[src/rtl/dmem_dma_pkg.sv]
// dmem_dma_pkg: shared types and constants for the data-memory word-copy DMA.
//   state_e     : copy engine FSM states
//   WORD_BYTES  : byte stride between consecutive 32-bit words
//   DMEM_DEPTH  : default number of words in the target data memory
package dmem_dma_pkg;

  typedef enum logic [1:0] {
    IDLE  = 2'd0,
    READ  = 2'd1,
    WRITE = 2'd2,
    DONE  = 2'd3
  } state_e;

  localparam int WORD_BYTES = 4;
  localparam int DMEM_DEPTH = 64;

endpackage

[src/rtl/dmem_range_chk.sv]
// dmem_range_chk: combinational request validator for one block base address.
//   base         in  byte address of the first word
//   len          in  number of words in the block
//   misaligned   out base is not word aligned
//   out_of_range out last word of the block falls past DEPTH words
// DEPTH is the memory size in words, supplied as a parameter.
module dmem_range_chk
  import dmem_dma_pkg::*;
#(
  parameter int DEPTH = DMEM_DEPTH,
  parameter int LW    = 7
) (
  input  logic [31:0]   base,
  input  logic [LW-1:0] len,
  output logic          misaligned,
  output logic          out_of_range
);

  // 33-bit sum: a base near the top of the address space cannot wrap
  // back into range.
  logic [32:0] end_word;

  always_comb begin
    end_word     = {3'b000, base[31:2]} + {{(33-LW){1'b0}}, len};
    misaligned   = |base[1:0];
    out_of_range = end_word > 33'(DEPTH);
  end

endmodule

[src/rtl/dmem_dma.sv]
// dmem_dma: word-copy DMA initiator on the single data-memory port.
//   clk, reset_n      clock, asynchronous active-low reset
//   start/src/dst/len copy request, sampled only while idle
//   busy              high while the copy is reading/writing
//   done, err         one-cycle completion pulse; err flags a rejected request
//   mem_we/a/wd/rd    data-memory port, mem_rd is combinational from mem_a
// Each word takes two cycles: READ latches mem_rd into a buffer, WRITE stores
// it. Memory outputs decode only from registered state, so start never
// reaches the memory port combinationally.
module dmem_dma
  import dmem_dma_pkg::*;
#(
  parameter int DEPTH = DMEM_DEPTH,
  parameter int LW    = 7
) (
  input  logic          clk,
  input  logic          reset_n,
  input  logic          start,
  input  logic [31:0]   src,
  input  logic [31:0]   dst,
  input  logic [LW-1:0] len,
  output logic          busy,
  output logic          done,
  output logic          err,
  output logic          mem_we,
  output logic [31:0]   mem_a,
  output logic [31:0]   mem_wd,
  input  logic [31:0]   mem_rd
);

  state_e        state_q, state_d;
  logic [31:0]   src_q, src_d;
  logic [31:0]   dst_q, dst_d;
  logic [LW-1:0] cnt_q, cnt_d;
  logic [31:0]   buf_q, buf_d;
  logic          err_q, err_d;

  logic src_mis, src_oor, dst_mis, dst_oor;
  logic reject;

  dmem_range_chk #(.DEPTH(DEPTH), .LW(LW)) u_src_chk (
    .base        (src),
    .len         (len),
    .misaligned  (src_mis),
    .out_of_range(src_oor)
  );

  dmem_range_chk #(.DEPTH(DEPTH), .LW(LW)) u_dst_chk (
    .base        (dst),
    .len         (len),
    .misaligned  (dst_mis),
    .out_of_range(dst_oor)
  );

  assign reject = src_mis | src_oor | dst_mis | dst_oor;

  always_comb begin
    state_d = state_q;
    src_d   = src_q;
    dst_d   = dst_q;
    cnt_d   = cnt_q;
    buf_d   = buf_q;
    err_d   = err_q;
    case (state_q)
      IDLE: begin
        if (start) begin
          src_d = src;
          dst_d = dst;
          cnt_d = len;
          err_d = reject;
          // Rejection wins over an empty copy; both finish without any access.
          if (reject || len == '0) state_d = DONE;
          else                     state_d = READ;
        end
      end
      READ: begin
        buf_d   = mem_rd;
        state_d = WRITE;
      end
      WRITE: begin
        src_d   = src_q + 32'(WORD_BYTES);
        dst_d   = dst_q + 32'(WORD_BYTES);
        cnt_d   = cnt_q - LW'(1);
        state_d = (cnt_q == LW'(1)) ? DONE : READ;
      end
      DONE:    state_d = IDLE;
      default: state_d = IDLE;
    endcase
  end

  always_ff @(posedge clk or negedge reset_n) begin
    if (!reset_n) begin
      state_q <= IDLE;
      src_q   <= '0;
      dst_q   <= '0;
      cnt_q   <= '0;
      buf_q   <= '0;
      err_q   <= 1'b0;
    end else begin
      state_q <= state_d;
      src_q   <= src_d;
      dst_q   <= dst_d;
      cnt_q   <= cnt_d;
      buf_q   <= buf_d;
      err_q   <= err_d;
    end
  end

  always_comb begin
    mem_we = 1'b0;
    mem_a  = '0;
    mem_wd = '0;
    case (state_q)
      READ: mem_a = src_q;
      WRITE: begin
        mem_a  = dst_q;
        mem_wd = buf_q;
        mem_we = 1'b1;
      end
      default: ;
    endcase
  end

  assign busy = (state_q == READ) || (state_q == WRITE);
  assign done = (state_q == DONE);
  assign err  = err_q;

endmodule

[config.mk]
export PLATFORM = sky130hd
export DESIGN_NAME = dmem_dma
export DESIGN_NICKNAME = d
export VERILOG_FILES = /design/src/rtl/dmem_dma_pkg.sv /design/src/rtl/dmem_range_chk.sv /design/src/rtl/dmem_dma.sv
export SDC_FILE = /design/constraint.sdc
export NUM_CORES = 1
export LEC_CHECK = 0
export BUFFER_PORTS_ARGS = -buffer_cell sky130_fd_sc_hd__buf_2
export CAP_MARGIN = 30
export CORE_UTILIZATION = 45
export DETAILED_ROUTE_END_ITERATION = 12
export GPL_ROUTABILITY_DRIVEN = 0
export PLACE_DENSITY = 0.71
export SLEW_MARGIN = 20
export SYNTH_ARGS = -nofsm -noshare
export SYNTH_HDL_FRONTEND = slang
export SYNTH_SLANG_ARGS = --single-unit
[constraint.sdc]
create_clock -name clk -period 3.3 [get_ports clk]
set_input_delay 0.66 -clock clk [delete_from_list [all_inputs] [get_ports clk]]
set_output_delay 0.66 -clock clk [all_outputs]
set_load 0.1 [all_outputs]
# Word level (Yosys, flattened, before mapping)

Cells that the tools add are included.

RAM bits: 0
Register bits after elaboration: 106
Logic and storage cells: 43
Memories kept: 0
Latch bits: 0
Output and inout bits: 68
Memory bits (read-only): 0
Input bits: 106

$add $sub $neg: 5
Equal/unequal tests: 5
Bitwise operators: 3
Multipliers: 0
Reduce and logical (&&, ||, !) cells: 9
Multiplexer cells: 13
Shift-type cells: 0
Div/mod/pow operators: 0
Order comparisons: 2

Operators with widths:

| kind                                                            | number |
|---|---|
| one-hot mux 32 bit (2 select lines)                             | 3 |
| two-way mux 32 bit                                              | 3 |
| greater-than comparator 33 x 7 -> 1 bit (second input constant) | 2 |
| adder 32 x 3 -> 32 bit (second input constant)                  | 2 |
| adder 30 x 7 -> 31 bit                                          | 2 |
| one-hot mux 7 bit (2 select lines)                              | 1 |
| one-hot mux 2 bit (4 select lines)                              | 1 |
| equality test 7 x 1 -> 1 bit (second input constant)            | 1 |
| logical NOT 7 bit                                               | 1 |
| two-way mux 7 bit                                               | 1 |
| subtractor 7 x 1 -> 7 bit (second input constant)               | 1 |
| two-way mux 2 bit                                               | 3 |
| equality test 2 bit (second input constant)                     | 2 |
| AND reduction 2 bit                                             | 2 |
| OR reduction 2 bit                                              | 2 |
| OR 1 bit                                                        | 3 |
| equality test 2 x 1 -> 1 bit (second input constant)            | 1 |
| logical NOT 2 bit                                               | 1 |
| logical OR 1 bit                                                | 2 |
| inequality test 2 bit (second input constant)                   | 1 |
| nonzero test 2 bit                                              | 1 |
| two-way mux 1 bit                                               | 1 |

# Longest topological paths before layout

Word-level depth: 9
Mapped depth: 12
Depth with buffers taken out: 11

# Cells and area by module

A second synthesis with hierarchy kept.

Cells, all modules: 986
Area, all modules: 8316.7 µm²

By module, submodules not included:

| module         | seq. area each (µm²) | area an instance (µm²) | cells each | instances |
|---|---|---|---|---|
| dmem_dma       | 2652.5               | 6427.4                 | 722        | 1 |
| dmem_range_chk | 0.0                  | 944.7                  | 132        | 2 |

# Worst setup path before layout

No wires, ideal clock.

Path type: reg2out
From: reg state_q[0]
To: out mem_a[2]
Path slack: -1.482 ns
Path buffers: 2
Stages on the path, launching flop included: 7
Data required time: 2.640 ns
Arrival: 4.122 ns
Cell sequence: dfrtp_1 inv_1 ha_1 clkbuf_1 clkbuf_1 nand2_1 a21boi_0

Word-level cells in the longest chain between the ends: 2
Elaborated cells between the ends (all ways): 3
Those cells by class: 2 x eq/ne; 1 x mux

RTL lines:

| item                                                                       | line            | text |
|---|---|---|
| from (decl)                                                                | dmem_dma.sv:31  | `state_e state_q, state_d;` |
| from (signal assigned)                                                     | dmem_dma.sv:100 | `state_q <= state_d;` |
| equality test 2 bit / equality test 2 x 1 -> 1 bit (equally long branches) | dmem_dma.sv:113 | `case (state_q)` |
| one-hot mux 32 bit (2 select lines) *                                      | dmem_dma.sv:113 |  |
| to (decl)                                                                  | dmem_dma.sv:26  | `output logic [31:0] mem_a,` |

Every way passes the cells marked *; elsewhere a longest branch is shown, timed or not.

# Worst setup path after layout

From: in src[2]
To: reg err_q (netlist: err)

Word-level cells in the longest chain between the ends: 5

RTL lines:

| item                                    | line                 | text |
|---|---|---|
| from (decl)                             | dmem_dma.sv:19       | `input logic [31:0] src,` |
| adder 30 x 7 -> 31 bit                  | dmem_range_chk.sv:24 | `end_word = {3'b000, base[31:2]} + {{(33-LW){1'b0}}, len};` |
| greater-than comparator 33 x 7 -> 1 bit | dmem_range_chk.sv:26 | `out_of_range = end_word > 33'(DEPTH);` |
| OR 1 bit (3 in a row)                   | dmem_dma.sv:55       | `assign reject = src_mis \| src_oor \| dst_mis \| dst_oor;` |
| to (signal assigned)                    | dmem_dma.sv:105      | `err_q <= err_d;` |
| to (decl)                               | dmem_dma.sv:36       | `logic err_q, err_d;` |

No other way between the ends.
A chain may end at the register's enable or synchronous reset.

==> results.md <==
| Parameter | Value |
|---|---|
| CTS hold repair buffers | 0 |
| Post-synth EDFFs | 0 |
| First DRT Iteration DRCs | 867 |
| Htree depth | 3 |
| Adder and majority cell fraction of the synthesized area | 4.183% |
| Top Usage Layer GRT | met2 |
| Worst vdd ir | 0.6345 mV |
| Top cell type by total area after synthesis | dfrtp_1 |
| Psw | 6.376 mW |
| Synth Flop Type | dfrtp_1 |
| Synth unique cells | 74 |
| Post-route antenna net violation count | 0 |
| Count of boundary I/O pins | 174 |
| Met3 demand-to-capacity share in global routing | 3.817% |
| Compound-gate portion of the synthesized area | 24.79% |
| Die outline width | 134.0 um |
| Most frequent cell after synthesis | dfrtp_1 |
| Unrepaired setup endpoints after global routing | false |
| Pre-Repair DR Iteration Count | 6 |
| Synth Net Count | 1074 |
| Final standard cell utilization of the core | 58.51% |
| Routed length per instance | 18.20 um |
| Worst Tran Pin Value | 769.4 ps |
| Met1 Resource Use GR | 38.99% |
| Post-CTS setup repair buffer count | 0 |
| Total power | 11.05 mW |
| Initial standard-cell utilization of the core | 46.60% |
| Post-route clock period utilization | 96.50% |
| Detailed-placement wirelength estimate | 18.58 mm |
| Instance count of the mapped netlist | 943 |
| Count of standard-cell rows | 47 |
| Filler cells | 1556 |
| Placed Area | 9522 sq um |
| Final-stage net count | 1270 |
| Largest net degree at the start of global routing | 68 |
| Cell area after synthesis | 7838 sq um |
| Relative contribution of the clock network to total power | 9.7% |
| Beginning of the critical path | src[2] |
| Power per unit of standard cell area | 1123 nW/um^2 |
| Worst setup SP type | primary input |
| CTS buffer count | 9 |
| Headroom to the max-slew limit | 48.52% |
| Via count | 8242 |
| Post-route insts no fill | 1364 |
| Final Max Tran Viols | 0 |
| Beginning of the worst register-to-register path | state_q[0]$_DFFE_PN0P_ |
| Maximum clock insertion buffer count | 2 |
| Number of hold-slack violations in the final timing report | 0 |
| R2R Setup Slk | 560 ps |
| Proportion of netlist area held by the largest area contributor | 33.84% |
| Worst min-delay path category | in2async |
| FF+latch count, synth | 106 |
| Xor-xnor portion of the synthesized cell area | 2.474% |
| TNS Setup | 0 ps |
| Clock-pin slew on the worst setup and hold paths | 80 ps |
| Total routed wirelength | 24.83 mm |
| Post-synthesis share of cell area spent on and, or, nand and nor gates | 23.91% |
| Final-layout worst hold slack | 327.9 ps |
| Final period demand of the worst path | 3185 ps |
| Floorplan die area | 17950 sq um |
| Comb pwr share | 65.3% |
| Number of buffers inserted by port buffering | 173 |
| Global-route wire length before repair | 39.54 mm |
| Number of cells traversed by the worst register-to-register path | 9 |
| Total track usage | 28.06% |
| Congestion Overflow GR | 0 |
| Max frequency | 314.0 MHz |
| Synth async-reset ratio | 100.0% |
| Arrival time of data at the critical path endpoint | 3440 ps |
| Die extent in y | 134.0 um |
| Total setup violations reported at the end of the flow | 0 |
| Fin worst setup slack | 115.5 ps |
| Capturing element type of the critical path | flop |
| Synthesized area divided by synthesized cell count | 8.311 sq um |
| Sequential fraction of design power | 25.1% |
| Via/cell ratio | 6.043 |
| Critical path fanouts, max | 3 |
| Top post-synthesis cells by count | dfrtp_1 (106), nand2_1 (79), a21oi_1 (73), o21ai_0 (68), nand3_1 (60) |
| Clock tree from TritonCTS | built |
| Clock skew | 10.58 ps |
| YS warnings | 0 |
| CP required | 3550 ps |
| Post-route cell area | 9841 sq um |
| Fraction of final layout cells sized beyond drive strength 1 | 30.45% |
| Buffer cell driving the clock tree root | clkbuf_16 |
| Synth top area cells | dfrtp_1 (34%), mux2_2 (4.7%), a21oi_1 (4.7%) |
| Path type of the worst setup path | in2reg |
| Total clock sinks | 106 |
| # placed instances | 1348 |
| Switching part of the total | 57.68% |
| Int Pwr | 4.677 mW |
| Mux cell area share after synthesis | 7.168% |
| Maximum capacitance violations | 0 |
| Leakage power of the design | 4.286 nW |
| Number of antenna violations at the first check in global routing | 1 |
| Via count of the first global-routing pass | 7499 |
| Floorplan Core Area | 16820 sq um |
| Area added between synthesis and finish | 25.56% |
| Reg-to-Reg End | src_q[12]$_DFFE_PN0P_ |
| DP Worst Slack | -346.1 ps |
| GR met2 Demand/Resource | 44.50% |
| Clk_lat worst skew | 360 ps |
| DRC violations left | 0 |
| Combinational family with the most area after synthesis | compound AO/OA/AOI/OAI gates |
| Outcome | completed |
| Post-synthesis sequential area ratio | 33.84% |
## metal layers
layer,share of wire (%),up-vias
li1,-,3942
met4,2.3,0
met5,0,-
met1,44,3910
met2,46,352
met3,7.0,38
## power groups by stage
stage,Clock (mW),Sequential (mW),Combinational [mW]
global placement,0,2.72,7.12
detailed placement,0,2.76,7.21
CTS,1.08,2.74,7.22
finish,1.07,2.77,7.21
floorplan,0,2.48,5.87
global route,1.14,2.87,7.68
## cell type report
class	instances	area (sq um)	area share, %
multi-input combinational	762	5144	52.27
sequential	106	2653	26.95
timing repair buffer	239	1401	14.24
tap	220	275.3	2.797
clock buffer	10	239.0	2.428
inverter	21	78.83	0.8010
clock inverter	5	47.55	0.4832
antenna	1	2.502	0.02543
## how the worst max path moves through the flow
stage | to | cells past startpoint | slack, ps
3_5_place_dp | err$_DFFE_PN0P_ | 13 | -350
4_1_cts | err$_DFFE_PN0P_ | 13 | 20
5_1_grt | err$_DFFE_PN0P_ | 12 | 10
2_1_floorplan | mem_wd[29] | 6 | 2
3_3_place_gp | err$_DFFE_PN0P_ | 13 | -320
6_report | err$_DFFE_PN0P_ | 12 | 120
## worst max-delay path, stage by stage
cell and delay [ps]:
buf_2 110, ha_2 200, fa_2 390, xor2_1 170, or3_1 400, o41ai_2 350, buf_4 170, o2111ai_2 110
a211o_1 280, nor3_2 120, nand4_1 180, mux2_4 310
## repair_timing
action	CTS	global route
hold endpoints to repair	0	0
resized for setup	0	8
endpoints found under the setup margin	0	2
## cells in the final DEF, fill, tap and decap left out, types with 8 or more instances in the layout
| master | instances |
|---|---|
| buf_2 | 172 |
| dfrtp_1 | 106 |
| nand2_1 | 79 |
| a21oi_1 | 71 |
| o21ai_0 | 68 |
| buf_4 | 64 |
| nand3_1 | 60 |
| nor2_1 | 51 |
| o22ai_1 | 48 |
| a22oi_1 | 38 |
| and2_1 | 38 |
| mux2_2 | 32 |
| and3_1 | 22 |
| inv_1 | 21 |
| nor2b_4 | 20 |
| ha_1 | 20 |
| nor3_1 | 19 |
| mux2i_1 | 19 |
| nand4_1 | 18 |
| a31oi_1 | 13 |
| nor2b_2 | 10 |
| xnor2_1 | 10 |
| xor2_1 | 9 |
| clkbuf_16 | 9 |
| nor4_1 | 8 |
## kinds of logic (layout without fill, tap and decap cells)
kind of cell / count (synthesis) / in the layout
AO/OA/AOI/OAI: 309 / 309
XOR/XNOR: 20 / 20
adder cells (fa/ha/maj): 25 / 25
buffers and inverters: 75 / 275
flip-flops: 106 / 106
multiplexers: 52 / 52
other: 0 / 1
AND/OR/NAND/NOR: 356 / 356
## state kept, by name, summed over array words and instances (netlist names)
| name | flops |
|---|---|
| dst_q | 32 |
| err | 1 |
| cnt_q | 7 |
| src_q | 32 |
| buf_q | 32 |
| state_q | 2 |
No activity file was read; power rests on OpenSTA's default activity.
